==> src/rtl/incubator_pkg.sv <==
// ----------------------------------------------------------------------------
// incubator_pkg
//   Shared definitions for the incubator thermostat controller:
//   climate/cooler-speed state encodings, temperature thresholds and
//   fan speed codes, plus a helper that maps a cooler-speed state to its
//   fan speed code.
// ----------------------------------------------------------------------------
package incubator_pkg;

    // Temperature thresholds (unsigned degrees, all comparisons strict).
    localparam logic [7:0] T_HEAT_ON  = 8'd15;
    localparam logic [7:0] T_HEAT_OFF = 8'd30;
    localparam logic [7:0] T_COOL_ON  = 8'd35;
    localparam logic [7:0] T_COOL_OFF = 8'd25;
    localparam logic [7:0] T_SPD2_UP  = 8'd40;
    localparam logic [7:0] T_SPD3_UP  = 8'd45;
    localparam logic [7:0] T_SPD1_DN  = 8'd35;

    // Main climate states. Encoding 2'b11 is unused and recovers to idle.
    typedef logic [1:0] main_state_t;
    localparam main_state_t MAIN_S1 = 2'd0;  // idle
    localparam main_state_t MAIN_S2 = 2'd1;  // cooling
    localparam main_state_t MAIN_S3 = 2'd2;  // heating

    // Cooler-speed (CRS) states.
    typedef logic [1:0] crs_state_t;
    localparam crs_state_t CRS_OUT = 2'd0;
    localparam crs_state_t CRS_S1  = 2'd1;
    localparam crs_state_t CRS_S2  = 2'd2;
    localparam crs_state_t CRS_S3  = 2'd3;

    // Fan speed codes.
    localparam logic [3:0] SPD_OUT = 4'd0;
    localparam logic [3:0] SPD1    = 4'd4;
    localparam logic [3:0] SPD2    = 4'd6;
    localparam logic [3:0] SPD3    = 4'd8;

    function automatic logic [3:0] crs_speed(input crs_state_t s);
        case (s)
            CRS_S1:  crs_speed = SPD1;
            CRS_S2:  crs_speed = SPD2;
            CRS_S3:  crs_speed = SPD3;
            default: crs_speed = SPD_OUT;
        endcase
    endfunction

endpackage

==> src/rtl/incubator_crs_fsm.sv <==
// ----------------------------------------------------------------------------
// incubator_crs_fsm
//   Nested cooler-speed FSM. Steps the fan speed up or down one level per
//   clock while cooling is active; parks in OUT whenever cooling is not.
// Ports
//   clk          in   system clock, rising edge
//   reset        in   synchronous active-high reset (-> OUT)
//   cool_active  in   main FSM will be in cooling after this edge
//   temperature  in   8-bit unsigned sensor reading
//   crs_state    out  registered CRS state
//   speed        out  fan speed code decoded from crs_state
// ----------------------------------------------------------------------------
module incubator_crs_fsm
    import incubator_pkg::*;
(
    input  logic       clk,
    input  logic       reset,
    input  logic       cool_active,
    input  logic [7:0] temperature,
    output crs_state_t crs_state,
    output logic [3:0] speed
);

    crs_state_t crs_next;

    // cool_active is the main FSM's *next* state, so OUT->S1 lands on the
    // same edge as main idle->cooling, and S1->OUT on the same edge as
    // main cooling->idle (that exit is decided entirely by the main FSM).
    always_comb begin
        // NOTE: default assignment first so every path drives crs_next and no latch is inferred.
        crs_next = crs_state;
        if (!cool_active) begin
            crs_next = CRS_OUT;
        end else begin
            case (crs_state)
                CRS_OUT: crs_next = CRS_S1;
                CRS_S1:  if (temperature > T_SPD2_UP) crs_next = CRS_S2;
                CRS_S2: begin
                    if (temperature > T_SPD3_UP)      crs_next = CRS_S3;
                    else if (temperature < T_SPD1_DN) crs_next = CRS_S1;
                end
                CRS_S3:  if (temperature < T_SPD2_UP) crs_next = CRS_S2;
                default: crs_next = CRS_OUT;
            endcase
        end
    end

    // NOTE: sequential state uses non-blocking assignments so all registers update together on the edge.
    always_ff @(posedge clk) begin
        if (reset) crs_state <= CRS_OUT;
        else       crs_state <= crs_next;
    end

    assign speed = crs_speed(crs_state);

endmodule

==> src/rtl/incubator_controller.sv <==
// ----------------------------------------------------------------------------
// incubator_controller
//   Thermostat controller for a lab incubator: main climate FSM
//   (idle / cooling / heating) plus a nested cooler-speed FSM.
//   Outputs are Moore, decoded from registered state (one clock latency).
// Ports
//   clk                      in   system clock, rising edge
//   reset                    in   synchronous active-high reset
//   temperature              in   8-bit unsigned sensor reading
//   cooler_on                out  cooler enable
//   cooler_rotational_speed  out  4-bit fan speed code
//   heater_on                out  heater enable
// ----------------------------------------------------------------------------
module incubator_controller
    import incubator_pkg::*;
(
    input  logic       clk,
    input  logic       reset,
    input  logic [7:0] temperature,
    output logic       cooler_on,
    output logic [3:0] cooler_rotational_speed,
    output logic       heater_on
);

    main_state_t main_state;
    main_state_t main_next;
    crs_state_t  crs_state;

    always_comb begin
        main_next = main_state;
        case (main_state)
            MAIN_S1: begin
                if (temperature < T_HEAT_ON)      main_next = MAIN_S3;
                else if (temperature > T_COOL_ON) main_next = MAIN_S2;
            end
            MAIN_S3: if (temperature > T_HEAT_OFF) main_next = MAIN_S1;
            // Cooling only ends once the fan has walked down to its lowest level.
            MAIN_S2: if (temperature < T_COOL_OFF && crs_state == CRS_S1) main_next = MAIN_S1;
            default: main_next = MAIN_S1;
        endcase
    end

    always_ff @(posedge clk) begin
        if (reset) main_state <= MAIN_S1;
        else       main_state <= main_next;
    end

    incubator_crs_fsm u_crs (
        .clk         (clk),
        .reset       (reset),
        .cool_active (main_next == MAIN_S2),
        .temperature (temperature),
        .crs_state   (crs_state),
        .speed       (cooler_rotational_speed)
    );

    assign heater_on = (main_state == MAIN_S3);
    assign cooler_on = (main_state == MAIN_S2);

endmodule

==> config.mk <==
export PLATFORM = sky130hd
export DESIGN_NAME = incubator_controller
export DESIGN_NICKNAME = d
export VERILOG_FILES = /design/src/rtl/incubator_pkg.sv /design/src/rtl/incubator_crs_fsm.sv /design/src/rtl/incubator_controller.sv
export SDC_FILE = /design/constraint.sdc
export NUM_CORES = 1
export LEC_CHECK = 0
export BUFFER_PORTS_ARGS = -buffer_cell sky130_fd_sc_hd__buf_4
export CORE_AREA = 8 8 45 47
export DETAILED_ROUTE_END_ITERATION = 10
export DIE_AREA = 0 0 53 55
export PLACE_DENSITY = 0.5
export SLEW_MARGIN = 40
export SYNTH_ARGS = -nofsm -noshare
export SYNTH_HDL_FRONTEND = slang
export SYNTH_SLANG_ARGS = --single-unit
==> constraint.sdc <==
create_clock -name clk -period 4 [get_ports clk]
set_input_delay 0.8 -clock clk [delete_from_list [all_inputs] [get_ports clk]]
set_output_delay 0.8 -clock clk [all_outputs]
set_load 0.03 [all_outputs]
==> summary.md, run 1 <==
| Metric | Value |
|---|---|
| Outcome | `finished clean` |
| Total length of routed wires | `around 960 um` |
| WP data required | `about 3200 ps` |
| Min Tclk post-route | `approximately 2000 ps` |
| First-pass GRT wire length | `roughly 1600 um` |
| Placed Cells | `between 70 and 80` |
| Synth Register Bits | `4` |
| Routed length on met2 | `452 um` |
| Largest net degree at the start of global routing | `8` |
| Buf/Inv on CP | `2` |
| FMAX | `0.512 GHz` |
| Synth Cell Area | `372 sq um` |
| IO buf count | `14` |
| Antenna violations before repair | `0` |
| Top cell family by delay on the critical path | `flip-flops` |
| TritonCTS buffer count | `3` |
| I/O pin cnt | `16` |
| Avg Cell Area, Syn | `~8.1 sq um` |
| Final setup viols | `0` |
| Clock Skew | `roughly 5.2 ps` |
| Die height | `between 50 and 60 um` |
| TritonRoute pass-1 iters | `4` |
| Mapped Cells | `46` |
| Non-Filler Instances | `between 70 and 80` |
| Critical path launch point | `u_crs.crs_state[0]` |
| Reg-to-reg critical path startpoint | `u_crs.crs_state[0]` |
| Post-route worst setup slack | `a little over 2000 ps` |
| RSZ-0062 raised after global routing | `false` |
| Pre-CTS WS | `roughly 2100 ps` |
| Final Max Tran Viols | `0` |
| Lkg Pwr | `0.226 nW` |
| Storage cell area | `between 80 and 90 sq um` |
| DRC Markers | `0` |
| Cell variety after synth | `27` |
| WL met1 | `just over 400 um` |
| Max Cap Viol | `0` |
| CTS tree | `yes` |
| Vias per cell | `just over 5` |
| Core outline area | `around 1400 sq um` |
| Setup_tns | `0 ps` |
| Synth cell count leaders | `dfxtp_1 (4), ha_1 (4), inv_1 (4), nor2_1 (4)` |
| Worst-Skew Late Latency | `roughly 240 ps` |
| Clock slew at reported path FFs | `around 40 ps` |
| Yosys warnings | `0` |
| Final-report hold violation count | `0` |
| Critical path type | `register to primary output` |
| EDFF count, synth | `0` |
| Ys flop type | `dfxtp_1` |
| H-tree depth | `1` |
| Critical-path top delay cell | `dfxtp_1` |
| Dpl hpwl | `~770 um` |
| Row Count | `14` |
| Hold Path Class | `register to register` |
| CP max FO | `4` |
| Worst-path cell chain | `inv_1 -> ha_1 -> buf_4` |
| CP Capture Type | `primary output` |
| Starting Density | `0.269` |
| Area grow syn2layout | `37.7%` |
| Die area | `2920 sq um` |
| PwrDens | `342 nW/um^2` |
| Vias in the first global route | `411` |
| Clk buf depth | `2` |
| Top Layer Used | `met4` |
| Area of the multi-input gates | `about 270 sq um` |
| # fillers | `roughly 150` |
| DRT antenna net count | `0` |
| Buffer count from post-CTS setup fixing | `0` |
| Async set or reset register ratio after synthesis | `0` |
| Clock share of power | `0.293` |
| Period Utilization, post-route | `0.488` |
| Top-area cell type share of the netlist area | `0.215` |
| RD Place Congestion | `0.819` |
| Seq/Total Area, Yosys | `0.215` |
| WP data arrival | `between 1000 and 1500 ps` |
| Dominant cell type by area after synthesis | `dfxtp_1` |
| Via Count | `roughly 400` |
| Sink Count | `4` |
| Worst vdd ir | `about 0.00014 V` |
| Final nets | `78` |
| Die W | `about 53 um` |
| GRT Util Overall | `0.0748` |
| Startpoint types | `register` |
| CTS resizes | `0` |
| Total power draw | `between 150 and 200 uW` |
| CP peak stage delay | `390 ps` |
| P_sw | `between 60 and 70 uW` |
| Clock root buffer | `clkbuf_4` |
| Met3 wire length | `93 um` |
| Flop pwr share | `0.290` |
| Comb pwr share | `0.417` |
| Post-Syn Nets | `60` |
| Antenna diodes | `0` |
| Min-delay src | `u_crs.crs_state[1]` |
| Hold_buf cts | `0` |
| Sw Ratio | `0.369` |
| Int Power | `around 110 uW` |
| Share of layout cells above drive strength 1 | `0.339` |
| GRT overflow | `0` |
| Synth area leaders | `dfxtp_1 (22%), ha_1 (13%), a211oi_1 (6.1%), a31oi_1 (5.1%), nor2b_1 (5.1%)` |
| WL/cell | `around 12 um` |
| Util after Layout | `0.370` |
| Initial DRC Count | `10` |
routing by layer:
metal  up-vias  GRT usage
met5         -          0
met4         0     0.0647
met3         2     0.0321
met2        10      0.113
met1       186     0.0788
li1        203          -
cell type report:
class / count / area share
multi-input cells: 37 / 0.526
inverters: 4 / 0.0293
well taps: 16 / 0.0391
clock buffers: 3 / 0.0440
repair buffers: 14 / 0.205
flip-flops and latches: 4 / 0.156
registers in the layout, indices dropped and copies added, names as in the netlist:
signal / flops
main_state: 2
u_crs.crs_state: 2
worst paths after layout:
kind / end / slack, ps / depth (start not counted)
setup reg to reg: u_crs.crs_state[1] / 2550 / 6
hold reg to reg: u_crs.crs_state[1] / 590 / 2
hold / removal: u_crs.crs_state[1] / 590 / 2
setup / recovery: cooler_rotational_speed[2] / 2050 / 3
power groups by stage:
stage               logic [mW]  clock network [mW]  registers [mW]
finish                  0.0730              0.0513          0.0509
global route            0.0824              0.0567          0.0524
CTS                     0.0741              0.0543          0.0511
detailed placement      0.0739                   0          0.0515
global placement        0.0744                   0          0.0522
floorplan               0.0501                   0          0.0497
stage by stage:
| stage | hold WS (ps) | area (sq um) |
|---|---|---|
| after floorplan | 547 | 372 |
| final | 589 | 512 |
| after global placement | 614 | 489 |
| after global routing | 663 | 512 |
| after detailed placement | 583 | 489 |
| after CTS | 594 | 512 |
cell usage in the layout, fill, tap and decap left out, types with 2 or more instances in the layout:
cell	count
a31oi_1	3
dfxtp_1	4
nor2_1	4
inv_1	4
clkbuf_4	3
ha_1	4
nor2b_1	3
a211oi_1	3
buf_4	14
nand4_1	2
worst reg2reg max path, cell delays in order, from the launching register on:
cell      delay, ps
dfxtp_1         340
inv_1            90
ha_1            210
and2_1          180
nand4_2         120
and3_2          240
a211oi_1        190
kinds of logic after synthesis:
kind of cell / after synthesis / share of synthesized area
and+or+nand+nor: 17 / 0.269
AOI/OAI and AO/OA: 14 / 0.283
buffers and inverters: 5 / 0.0606
adders and majority gates: 5 / 0.162
DFF: 4 / 0.215
other: 1 / 0.0101
No activity file was read; power rests on OpenSTA's default activity.
==> run 2, diff against run 1 <==
==> constraint.sdc (replaced) <==
create_clock -name clk -period 1.8 [get_ports clk]
set_input_delay 0.36 -clock clk [delete_from_list [all_inputs] [get_ports clk]]
set_output_delay 0.36 -clock clk [all_outputs]
set_load 0.03 [all_outputs]
==> run 2 against run 1 <==
  * Clock skew is 0.51 ps lower
  * Sequential power is 120% higher
  * Highest routed layer unchanged
  * Die area stayed put
==> summary.md, run 2 (same netlist as run 1, synthesis figures left out) <==
| Metric | Value |
|---|---|
| Outcome | `finished clean` |
| Final Max Tran Viols | `0 (unchanged)` |
| Final nets | `78 (unchanged)` |
| WHS | `435 ps (-154 ps)` |
| Vias per cell | `5.19 (+1.0%)` |
| H-tree depth | `1 (unchanged)` |
| Hold Path Cell Cnt | `4 (+2)` |
| Final setup viols | `0 (unchanged)` |
| Via Count | `405 (+1.0%)` |
| Clock Skew | `4.66 ps (-0.507 ps)` |
| I/O pin cnt | `16 (unchanged)` |
| RR Endpoint | `u_crs.crs_state[0]` |
| Critical-path top delay cell | `dfxtp_1` |
| CP max FO | `4 (unchanged)` |
| Most frequent cells in the layout | `buf_4 (14), inv_1 (4), nor2_1 (4), ha_1 (4), dfxtp_1 (4)` |
| PwrDens | `769 nW/um^2 (+120%)` |
| First-pass GRT wire length | `1560 um (-2.6%)` |
| CP peak stage delay | `370 ps (-20 ps)` |
| Hold_buf cts | `0 (unchanged)` |
| Clock slew at reported path FFs | `40 ps (about the same)` |
| DRT antenna net count | `0 (unchanged)` |
| Clock share of power | `0.294 (about the same)` |
| WP data required | `1440 ps (-1760 ps)` |
| Reg-to-reg critical path startpoint | `u_crs.crs_state[0]` |
| Pre-CTS WS | `339 ps (-1770 ps)` |
| WP data arrival | `1140 ps (about the same)` |
| R2r setup slk | `340 ps (-2210 ps)` |
| Util after Layout | `0.370 (unchanged)` |
| Hold EP | `main_state[0]` |
| DRC Markers | `0 (unchanged)` |
| P_sw | `147 uW (+130%)` |
| Share of layout cells above drive strength 1 | `0.339 (unchanged)` |
| Worst vdd ir | `0.000336 V (+150%)` |
| Clock root buffer | `clkbuf_4` |
| Most common cell after layout, fill and taps aside | `buf_4` |
| RD Place Congestion | `0.881 (+7.6%)` |
| Clk buf depth | `2 (unchanged)` |
| Post-route worst setup slack | `304 ps (-1740 ps)` |
| GRT overflow | `0 (unchanged)` |
| Worst-path cell chain | `inv_1 -> ha_1 -> buf_4` |
| TritonRoute pass-1 iters | `4 (unchanged)` |
| Startpoint types | `register` |
| Largest net degree at the start of global routing | `8 (unchanged)` |
| CTS tree | `yes` |
| Buf/Inv on CP | `2 (unchanged)` |
| Area grow syn2layout | `37.7% (unchanged)` |
| Period Utilization, post-route | `0.831` |
| Total length of routed wires | `1030 um (+7.4%)` |
| Total power draw | `393 uW (+120%)` |
| Int Power | `247 uW (+120%)` |
| Dpl hpwl | `807 um (+4.3%)` |
| Antenna diodes | `0 (unchanged)` |
| Buffer count from post-CTS setup fixing | `0 (unchanged)` |
| Row Count | `14 (unchanged)` |
| TritonCTS buffer count | `3 (unchanged)` |
| Die height | `55 um (unchanged)` |
| RSZ-0062 raised after global routing | `false` |
| Vias in the first global route | `371 (-9.7%)` |
| IO buf count | `14 (unchanged)` |
| Setup_tns | `0 ps (unchanged)` |
| Lkg Pwr | `0.226 nW (unchanged)` |
| FMAX | `0.669 GHz` |
| Worst-Skew Late Latency | `240 ps (about the same)` |
| CTS resizes | `0 (unchanged)` |
| Sink Count | `4 (unchanged)` |
| Final-report hold violation count | `0 (unchanged)` |
| Top cell family by delay on the critical path | `flip-flops` |
| Flop pwr share | `0.285 (-0.005)` |
| R2R depth | `6 (unchanged)` |
| CP Capture Type | `primary output` |
| Core outline area | `1380 sq um (unchanged)` |
| WL/cell | `13.3 um (+7.4%)` |
| Comb pwr share | `0.421 (+0.004)` |
| Die W | `53 um (unchanged)` |
| Antenna violations before repair | `0 (unchanged)` |
| Initial DRC Count | `3 (-7)` |
| Hold Path Class | `primary input to register` |
| Starting Density | `0.269 (unchanged)` |
| Regs by FF count | `main_state x2, u_crs.crs_state x2` |
| Min Tclk post-route | `around 1500 ps` |
| Max Cap Viol | `0 (unchanged)` |
| GRT Util Overall | `0.0731 (-0.00168)` |
| Sw Ratio | `0.373 (+0.00473)` |
| Die area | `2920 sq um (unchanged)` |
| Critical path type | `register to primary output` |
| Min-delay src | `reset` |
-- run 2: cell counts in the layout (fill, tap and decap cells not counted) --
No cell type changed its count.
-- run 2: power by group through the flow --
stage | sequential [mW] | combinational (mW) | clock [mW]
floorplan | 0.111 | 0.111 | 0
global placement | 0.114 | 0.169 | 0
finish | 0.112 | 0.166 | 0.116
detailed placement | 0.113 | 0.166 | 0
CTS | 0.112 | 0.167 | 0.122
global route | 0.114 | 0.183 | 0.132
-- run 2: final cells by class --
type	count	area [sq um]
Fill cell	153	872
Multi-Input combinational cell	37	269
Timing Repair Buffer	14	105
Sequential cell	4	80.1
Clock buffer	3	22.5
Tap cell	16	20.0
Inverter	4	15.0
-- run 2: worst max-delay path by stage --
| stage | endpoint | slack (ps) | start | cells past startpoint |
|---|---|---|---|---|
| after floorplan | u_crs.crs_state[0] | 270 | u_crs.crs_state[0] | 6 |
| after global placement | u_crs.crs_state[0] | 310 | temperature[2] | 5 |
| after detailed placement | u_crs.crs_state[1] | 340 | temperature[2] | 5 |
| after CTS | cooler_rotational_speed[2] | 290 | u_crs.crs_state[1] | 3 |
| after global routing | cooler_rotational_speed[2] | 220 | u_crs.crs_state[0] | 3 |
| final | cooler_rotational_speed[2] | 300 | u_crs.crs_state[0] | 3 |
-- run 2: metrics by stage --
stage / std cells / cell area, sq um
detailed placement: 75 / 489
global route: 78 / 512
finish: 78 / 512
global placement: 75 / 489
floorplan: 46 / 372
CTS: 78 / 512
-- run 2: layer usage --
metal	track usage	wire, um
met1	0.0696	490
met2	0.127	471
met3	0.0455	65
met4	0.0259	6
met5	0	0
-- run 2: worst register-to-register path, stage by stage (launching register included) --
cell      delay, ps
dfxtp_1         330
inv_1            80
ha_1            210
and2_1          180
nand4_2         120
and3_2          240
a211oi_1        210
